## config.mk

```make
export PLATFORM = sky130hd
export DESIGN_NAME = dense_out_bank_flat
export DESIGN_NICKNAME = d
export VERILOG_FILES = /design/src/rtl/dense_out_bank_if.sv /design/src/rtl/dense_out_bank.sv /design/src/flat_wrapper.sv
export SDC_FILE = /design/constraint.sdc
export NUM_CORES = 1
export LEC_CHECK = 0
export ABC_AREA = 1
export CAP_MARGIN = 10
export CELL_PAD_IN_SITES_DETAIL_PLACEMENT = 0
export CELL_PAD_IN_SITES_GLOBAL_PLACEMENT = 1
export CORE_MARGIN = 2
export CORE_UTILIZATION = 41
export CTS_BUF_LIST = sky130_fd_sc_hd__clkbuf_8
export DETAILED_ROUTE_END_ITERATION = 10
export PLACE_DENSITY_LB_ADDON = 0.12
export SLEW_MARGIN = 25
export SYNTH_ARGS = -nofsm -noshare
export SYNTH_HDL_FRONTEND = slang
export SYNTH_SLANG_ARGS = --single-unit
```

## constraint.sdc

```tcl
create_clock -name clk -period 3.2 [get_ports clk]
set_input_delay 0.64 -clock clk [delete_from_list [all_inputs] [get_ports clk]]
set_output_delay 0.64 -clock clk [all_outputs]
set_load 0.05 [all_outputs]
```

## src/rtl/dense_out_bank_if.sv

```systemverilog
// Dense-output latch/read bundle between the PE-array controller (master)
// and the dense output bank (slave).
interface dense_out_bank_if #(
  parameter int N_PE     = 16,
  parameter int LOG_N_PE = 4,
  parameter int ACC_W    = 32,
  parameter int DW       = 16
);
  logic                    dense_latch;
  logic [LOG_N_PE:0]       lane_count;
  logic [N_PE*ACC_W-1:0]   pe_acc;
  logic                    latch_ready;
  logic                    dense_rd_en;
  logic [LOG_N_PE-1:0]     dense_rd_addr;
  logic [DW-1:0]           rd_data;
  logic                    rd_valid;
  logic                    bank_released;
  logic [1:0]              occupancy;
  logic                    err_overflow;
  logic                    err_underflow;
  logic                    err_addr;

  modport master (
    output dense_latch, lane_count, pe_acc, dense_rd_en, dense_rd_addr,
    input  latch_ready, rd_data, rd_valid, bank_released, occupancy,
           err_overflow, err_underflow, err_addr
  );

  modport slave (
    input  dense_latch, lane_count, pe_acc, dense_rd_en, dense_rd_addr,
    output latch_ready, rd_data, rd_valid, bank_released, occupancy,
           err_overflow, err_underflow, err_addr
  );
endinterface

```

## src/rtl/dense_out_bank.sv

```systemverilog
// Ping/pong output bank: captures a rounded/saturated block of PE accumulators
// and serves lane reads with 1-cycle latency, freeing a bank after its last lane.
module dense_out_bank #(
  parameter int N_PE       = 16,
  parameter int LOG_N_PE   = 4,
  parameter int ACC_W      = 32,
  parameter int DW         = 16,
  parameter int FRAC_SHIFT = 8
) (
  input  logic             clk,
  input  logic             rst_n,
  input  logic             clear,
  dense_out_bank_if.slave  bus
);

  typedef enum logic {EMPTY = 1'b0, FULL = 1'b1} bank_st_e;

  localparam logic signed [ACC_W:0]    RND     = (ACC_W+1)'(2**(FRAC_SHIFT-1));
  localparam logic signed [ACC_W:0]    SAT_MAX = (ACC_W+1)'(2**(DW-1) - 1);
  localparam logic signed [ACC_W:0]    SAT_MIN = (ACC_W+1)'(-(2**(DW-1)));
  localparam logic        [LOG_N_PE:0] CNT_MAX = (LOG_N_PE+1)'(N_PE);
  localparam logic        [LOG_N_PE:0] CNT_ONE = (LOG_N_PE+1)'(1);

  bank_st_e          st_q [2];
  bank_st_e          st_d [2];
  logic [DW-1:0]     mem_q [2][N_PE];
  logic [LOG_N_PE:0] cnt_q [2];
  logic              wr_bank_q;
  logic              rd_bank_q;
  logic [DW-1:0]     rd_data_q;
  logic              rd_valid_q;
  logic              released_q;
  logic              err_ovf_q;
  logic              err_unf_q;
  logic              err_addr_q;

  logic              latch_ready;
  logic [1:0]        occupancy;
  logic              accept;
  logic              rd_full;
  logic              rd_hit;
  logic              addr_bad;
  logic              release_rd;
  logic [LOG_N_PE:0] cnt_new;
  logic [LOG_N_PE:0] rd_addr_ext;

  // Round-half-up at ACC_W+1 bits so the +2^(FRAC_SHIFT-1) cannot wrap.
  function automatic logic [DW-1:0] sat_round(input logic [ACC_W-1:0] acc);
    logic signed [ACC_W:0] sum;
    logic signed [ACC_W:0] shr;
    sum = $signed({acc[ACC_W-1], acc}) + RND;
    shr = sum >>> FRAC_SHIFT;
    if (shr > SAT_MAX)      return DW'(SAT_MAX);
    else if (shr < SAT_MIN) return DW'(SAT_MIN);
    else                    return shr[DW-1:0];
  endfunction

  always_comb begin
    cnt_new     = (bus.lane_count > CNT_MAX) ? CNT_MAX : bus.lane_count;
    rd_addr_ext = {1'b0, bus.dense_rd_addr};
    accept      = bus.dense_latch && latch_ready && (bus.lane_count != '0);
    rd_full     = (st_q[rd_bank_q] == FULL);
    rd_hit      = bus.dense_rd_en && rd_full;
    addr_bad    = (rd_addr_ext >= cnt_q[rd_bank_q]);
    release_rd  = rd_hit && (rd_addr_ext == (cnt_q[rd_bank_q] - CNT_ONE));
  end

  // Bank state register
  always_ff @(posedge clk or negedge rst_n) begin
    if (!rst_n) begin
      st_q[0] <= EMPTY;
      st_q[1] <= EMPTY;
    end else if (clear) begin
      st_q[0] <= EMPTY;
      st_q[1] <= EMPTY;
    end else begin
      st_q[0] <= st_d[0];
      st_q[1] <= st_d[1];
    end
  end

  // Latch fills wr_bank and release drains rd_bank; both banks FULL means no
  // latch is accepted, so the two updates never hit the same bank.
  always_comb begin
    st_d[0] = st_q[0];
    st_d[1] = st_q[1];
    if (accept)     st_d[wr_bank_q] = FULL;
    if (release_rd) st_d[rd_bank_q] = EMPTY;
  end

  always_comb begin
    latch_ready = (st_q[0] == EMPTY) || (st_q[1] == EMPTY);
    occupancy   = 2'(st_q[0] == FULL) + 2'(st_q[1] == FULL);
  end

  always_ff @(posedge clk or negedge rst_n) begin
    if (!rst_n) begin
      for (int unsigned b = 0; b < 2; b++) begin
        cnt_q[b] <= '0;
        for (int unsigned i = 0; i < N_PE; i++) mem_q[b][i] <= '0;
      end
      wr_bank_q  <= 1'b0;
      rd_bank_q  <= 1'b0;
      rd_data_q  <= '0;
      rd_valid_q <= 1'b0;
      released_q <= 1'b0;
      err_ovf_q  <= 1'b0;
      err_unf_q  <= 1'b0;
      err_addr_q <= 1'b0;
    end else if (clear) begin
      for (int unsigned b = 0; b < 2; b++) begin
        cnt_q[b] <= '0;
        for (int unsigned i = 0; i < N_PE; i++) mem_q[b][i] <= '0;
      end
      wr_bank_q  <= 1'b0;
      rd_bank_q  <= 1'b0;
      rd_data_q  <= '0;
      rd_valid_q <= 1'b0;
      released_q <= 1'b0;
      err_ovf_q  <= 1'b0;
      err_unf_q  <= 1'b0;
      err_addr_q <= 1'b0;
    end else begin
      if (accept) begin
        for (int unsigned i = 0; i < N_PE; i++) begin
          mem_q[wr_bank_q][i] <= (i < 32'(cnt_new))
                                 ? sat_round(bus.pe_acc[i*ACC_W +: ACC_W]) : '0;
        end
        cnt_q[wr_bank_q] <= cnt_new;
        wr_bank_q        <= ~wr_bank_q;
      end
      if (release_rd) rd_bank_q <= ~rd_bank_q;
      if (rd_hit) rd_data_q <= addr_bad ? '0 : mem_q[rd_bank_q][bus.dense_rd_addr];
      rd_valid_q <= rd_hit;
      released_q <= release_rd;
      if (bus.dense_latch && !accept)       err_ovf_q  <= 1'b1;
      if (bus.dense_rd_en && !rd_full)      err_unf_q  <= 1'b1;
      if (rd_hit && addr_bad)               err_addr_q <= 1'b1;
    end
  end

  assign bus.latch_ready   = latch_ready;
  assign bus.occupancy     = occupancy;
  assign bus.rd_data       = rd_data_q;
  assign bus.rd_valid      = rd_valid_q;
  assign bus.bank_released = released_q;
  assign bus.err_overflow  = err_ovf_q;
  assign bus.err_underflow = err_unf_q;
  assign bus.err_addr      = err_addr_q;

endmodule

```

## src/flat_wrapper.sv

```systemverilog
// flat-port wrapper written by rule: the top's interface ports become plain ports
module dense_out_bank_flat 
#(
  parameter int N_PE       = 16,
  parameter int LOG_N_PE   = 4,
  parameter int ACC_W      = 32,
  parameter int DW         = 16,
  parameter int FRAC_SHIFT = 8
)
  (clk, rst_n, clear, bus_dense_latch, bus_lane_count, bus_pe_acc, bus_dense_rd_en, bus_dense_rd_addr, bus_latch_ready, bus_rd_data, bus_rd_valid, bus_bank_released, bus_occupancy, bus_err_overflow, bus_err_underflow, bus_err_addr);
  dense_out_bank_if #(.N_PE(N_PE), .LOG_N_PE(LOG_N_PE), .ACC_W(ACC_W), .DW(DW)) bus_i ();
  input  logic clk;
  input  logic rst_n;
  input  logic clear;
  input wire logic [$bits(bus_i.dense_latch)-1:0] bus_dense_latch;
  input wire logic [$bits(bus_i.lane_count)-1:0] bus_lane_count;
  input wire logic [$bits(bus_i.pe_acc)-1:0] bus_pe_acc;
  input wire logic [$bits(bus_i.dense_rd_en)-1:0] bus_dense_rd_en;
  input wire logic [$bits(bus_i.dense_rd_addr)-1:0] bus_dense_rd_addr;
  output wire logic [$bits(bus_i.latch_ready)-1:0] bus_latch_ready;
  output wire logic [$bits(bus_i.rd_data)-1:0] bus_rd_data;
  output wire logic [$bits(bus_i.rd_valid)-1:0] bus_rd_valid;
  output wire logic [$bits(bus_i.bank_released)-1:0] bus_bank_released;
  output wire logic [$bits(bus_i.occupancy)-1:0] bus_occupancy;
  output wire logic [$bits(bus_i.err_overflow)-1:0] bus_err_overflow;
  output wire logic [$bits(bus_i.err_underflow)-1:0] bus_err_underflow;
  output wire logic [$bits(bus_i.err_addr)-1:0] bus_err_addr;
  assign bus_i.dense_latch = bus_dense_latch;
  assign bus_i.lane_count = bus_lane_count;
  assign bus_i.pe_acc = bus_pe_acc;
  assign bus_i.dense_rd_en = bus_dense_rd_en;
  assign bus_i.dense_rd_addr = bus_dense_rd_addr;
  assign bus_latch_ready = bus_i.latch_ready;
  assign bus_rd_data = bus_i.rd_data;
  assign bus_rd_valid = bus_i.rd_valid;
  assign bus_bank_released = bus_i.bank_released;
  assign bus_occupancy = bus_i.occupancy;
  assign bus_err_overflow = bus_i.err_overflow;
  assign bus_err_underflow = bus_i.err_underflow;
  assign bus_err_addr = bus_i.err_addr;
  dense_out_bank #(.N_PE(N_PE), .LOG_N_PE(LOG_N_PE), .ACC_W(ACC_W), .DW(DW), .FRAC_SHIFT(FRAC_SHIFT)) u_core (.clk(clk), .rst_n(rst_n), .clear(clear), .bus(bus_i));
endmodule
```

==> out/results.txt <==
For the synthesized instance count, the log shows 6,281. STA classifies the critical path endpoint as a primary output. The startpoint identified for the worst register-to-register timing path is u_core.rd_bank_q. The worst hold path passes through 2 cells. Static timing analysis puts the maximum clock frequency at 329 MHz. The average wire per cell in the routed design was 18.2 um; the number of buffers between clock root and the deepest sink was 3. The tools report the count of final hold-check violations as 0. The cell family with the largest share of critical-path delay was buffers and inverters. The first global-routing pass estimated 227 mm of wire. The post-synthesis to final-layout area growth came out at 21.0%. CTS placed an instance of clkbuf_8 at the clock tree root.

Summing over every cut layer, the via total after detailed routing is 42,013. Setup repair after global routing left no endpoint under its margin. The max-capacitance violation count came out at 0.

The arrival time at the worst endpoint came out at 2.40 ns. The launching element type of the critical path was a flop. Part of the cycle the worst path needs: 0.951.

The library cell used most frequently in the layout, excluding fill and tap cells, is nand2_1. The worst path in the final design needs a cycle of 3.04 ns, including I/O delays and setup. For the number of buffers added for setup after CTS, the log shows 0.

Yosys mapped a number of flops with a built-in enable equal to 0. The via count of the first global-routing pass was 39,617; the total routing resource utilization after global routing was 0.284. Once detail routing completed, the nets flagged for antenna violations numbered 0.

After routing the design area is 48,800 um^2. The total area inside the core boundary comes to 98,000 um^2. In this run the most critical hold path is launched from u_core.mem_q[406].

The top cell types in the final layout, fill and taps aside, are nand2_1 (2,863), nand3_1 (675), dfrtp_1 (546). The detailed router finished its first iteration with 3,761 violations. At the worst endpoint, the required time is 2.56 ns. The largest single stage delay on the critical path is 0.86 ns.

Summed over all layers, the routed wires come to 147 mm. The layout cell share with drive strength beyond 1 was 0.0866. In this run the worst hold path is classified as flop to flop. Once routing completed, OpenROAD measured the worst setup slack at 0.158 ns. In this run the power density over the cells is 379 nW/um^2.

Across the VDD grid, the largest voltage drop is 0.000257 V. In this run the worst path has a maximum fanout of 3. Dividing the detail-routed via count by the number of cells gives 5.22. The netlist area before placement came out at 40,300 um^2. The most used flip-flop cell after synthesis is dfrtp_1. The number of ports placed on the die boundary came out at 550.

Counting cells, the worst reg-to-reg path comes to 12. The tools report the quantity of gates resized following cts as 0. Traced cell by cell, the critical path runs through ha_1 -> clkdlybuf4s50_1. The critical path is of the flop to primary output type. The tools report the starting utilization of the core area as 0.412.

The worst register-to-register path ends at u_core.bus.rd_data[9]. The die is 318 um wide. The final RePlAce weighted congestion is 0.911. The final number of setup-violating endpoints is 0. The share of the yosys chip area belonging to registers was 0.339. The logs give 0 for the total of warnings raised by yosys and 5 for the number of antenna violations at the first check in global routing. The placed instances occupy a cell area of 46,800 um^2.

For this run the aggregate overflow at the end of global routing stands at 0. After clock tree synthesis, the clock-pin slew on the worst setup and hold paths is 0.07 ns. The floorplan step defined a die boundary enclosing 101,000 um^2. The total clock buffers created by CTS was 95. The floorplan has 115 rows. The critical path buffer and inverter count was 1; the total power was 18.5 mW.

The die is 318 um tall. At the end of the flow, the number of nets in the layout was 7,242. In this run the static leakage power is 24.2 nW. Port buffering added 437 buffers.

Summed over all nets, the half-perimeter wirelength after detailed placement is 110 mm. The pin slew with the least headroom to its limit works out to 0.777 ns. When the netlist entered floorplanning its net count stood at 6,829. After synthesis the netlist holds a flip-flop and latch count of 547. The tools report the worst clock skew as 0.0297 ns. Relative slew slack: 0.480. The setup slack at placement is 0.0198 ns. The worst setup slack for register-to-register paths came out at 0.45 ns.

The slowest stage of the critical path is the clkdlybuf4s50_1 cell. The average instance in the mapped netlist occupies 6.42 um^2. After detailed routing, the number of remaining DRC violations is 0.

The run finished with clean final reports. The proportion of register bits with asynchronous set or reset after synthesis works out to 1.00. The first detailed-routing pass took 5 iterations. For the final routed database, the setup TNS stands at 0 ns. The tools report the worst min-delay path endpoint as u_core.mem_q[406]. At the later pin of the worst-skew pair, clock insertion delay measures 0.70 ns. In this run, distinct cell masters in the synthesized netlist total 55.

TritonCTS built the clock tree. For this design, the sink count on the clock tree is 547. In this run the number of H-tree levels came out at 3. For the count of hold buffers inserted by post-cts repair, the log shows 1. The maximum number of pins on one net before global-route repair is 79. The max-slew violation count is 0.
sequential cells by signal, summed over array words and instances (netlist names):
name                      count
u_core.bus.bank_released      1
u_core.bus.err_addr           1
u_core.bus.err_overflow       1
u_core.bus.err_underflow      1
u_core.bus.rd_data           16
u_core.bus.rd_valid           1
u_core.cnt_q                 10
u_core.mem_q                512
u_core.rd_bank_q              1
u_core.st_q                   2
u_core.wr_bank_q              1
worst max-delay path by stage:
stage	from	to	slack (ns)	depth (start not counted)
2_1_floorplan	bus_dense_rd_addr[0]	u_core.bus.rd_data[12]	0.13	15
3_3_place_gp	bus_pe_acc[359]	u_core.mem_q[322]	0.05	17
3_5_place_dp	bus_pe_acc[301]	u_core.mem_q[98]	0.02	14
4_1_cts	u_core.st_q[0]	bus_occupancy[0]	0.13	2
5_1_grt	u_core.st_q[0]	bus_occupancy[0]	0.09	2
6_report	u_core.st_q[1]	bus_occupancy[0]	0.16	2
area by class of cell:
class / count / area, um^2
Inverter: 350 / 1330
Tap cell: 1287 / 1610
Multi-Input combinational cell: 5088 / 23800
Antenna cell: 1 / 2.50
Clock inverter: 40 / 246
Timing Repair Buffer: 612 / 6350
Fill cell: 10215 / 49200
Clock buffer: 130 / 1790
Sequential cell: 547 / 13700
cells by family (layout without fill, tap and decap cells):
group	count (synthesis)	in the layout	synth area share
buf+inv	646	1132	0.0721
fa+ha+maj	22	22	0.00682
xor+xnor	233	233	0.0506
simple gates	4380	4380	0.460
mux	1	1	0.000248
flops	547	547	0.339
compound gates	452	452	0.0708
other cells	0	1	0
layer usage:
metal | GRT usage | routed length (um) | vias up | part of all wire
met2 | 0.460 | 67300 | 1228 | 0.46
met4 | 0.0644 | 3190 | 6 | 0.022
met3 | 0.0467 | 9220 | 164 | 0.063
li1 | - | - | 20802 | -
met1 | 0.397 | 66900 | 19813 | 0.46
met5 | 0 | 54 | - | 0.00037
worst register-to-register path: stages, from the launching register on:
cell and delay, ns:
dfrtp_4 0.63, o21ai_0 0.45, ha_1 0.31, o21ai_0 0.07
inv_1 0.05, o21ai_0 0.14, inv_1 0.05, o21ai_0 0.13
a21oi_1 0.15, nor3_2 0.15, buf_4 0.24, nand2_1 0.09
o21ai_0 0.18
through the flow:
| stage | hold slack (ns) | util | std cells |
|---|---|---|---|
| floorplan | 0.344 | - | 6281 |
| global placement | 0.462 | 0.477 | 7883 |
| detailed placement | 0.465 | 0.477 | 7883 |
| CTS | 0.481 | 0.498 | 8054 |
| global route | 0.492 | 0.498 | 8055 |
| finish | 0.476 | 0.498 | 8055 |
synthesized netlist by cell type (42+ instances only):
cell      number  share of area
o211ai_1      42         0.0078
a21oi_1      196          0.024
dfrtp_1      547           0.34
nand2_1     2863           0.27
xor2_1       131          0.028
inv_1        337          0.031
buf_2        116          0.014
clkbuf_1      86         0.0080
xnor2_1      102          0.022
nor2_1       444          0.041
nand3b_1      71          0.013
o21ai_0       70         0.0087
nor2_2        67          0.010
nand3_1      675          0.084
nand2_2      133          0.021
a32o_1        42          0.010
power breakdown:
group          switching [mW]  internal (mW)
clock                    3.02           3.83
sequential              0.230           7.31
combinational            2.61           1.50
total                    5.86           12.6
Power figures use the tool's default switching activity.
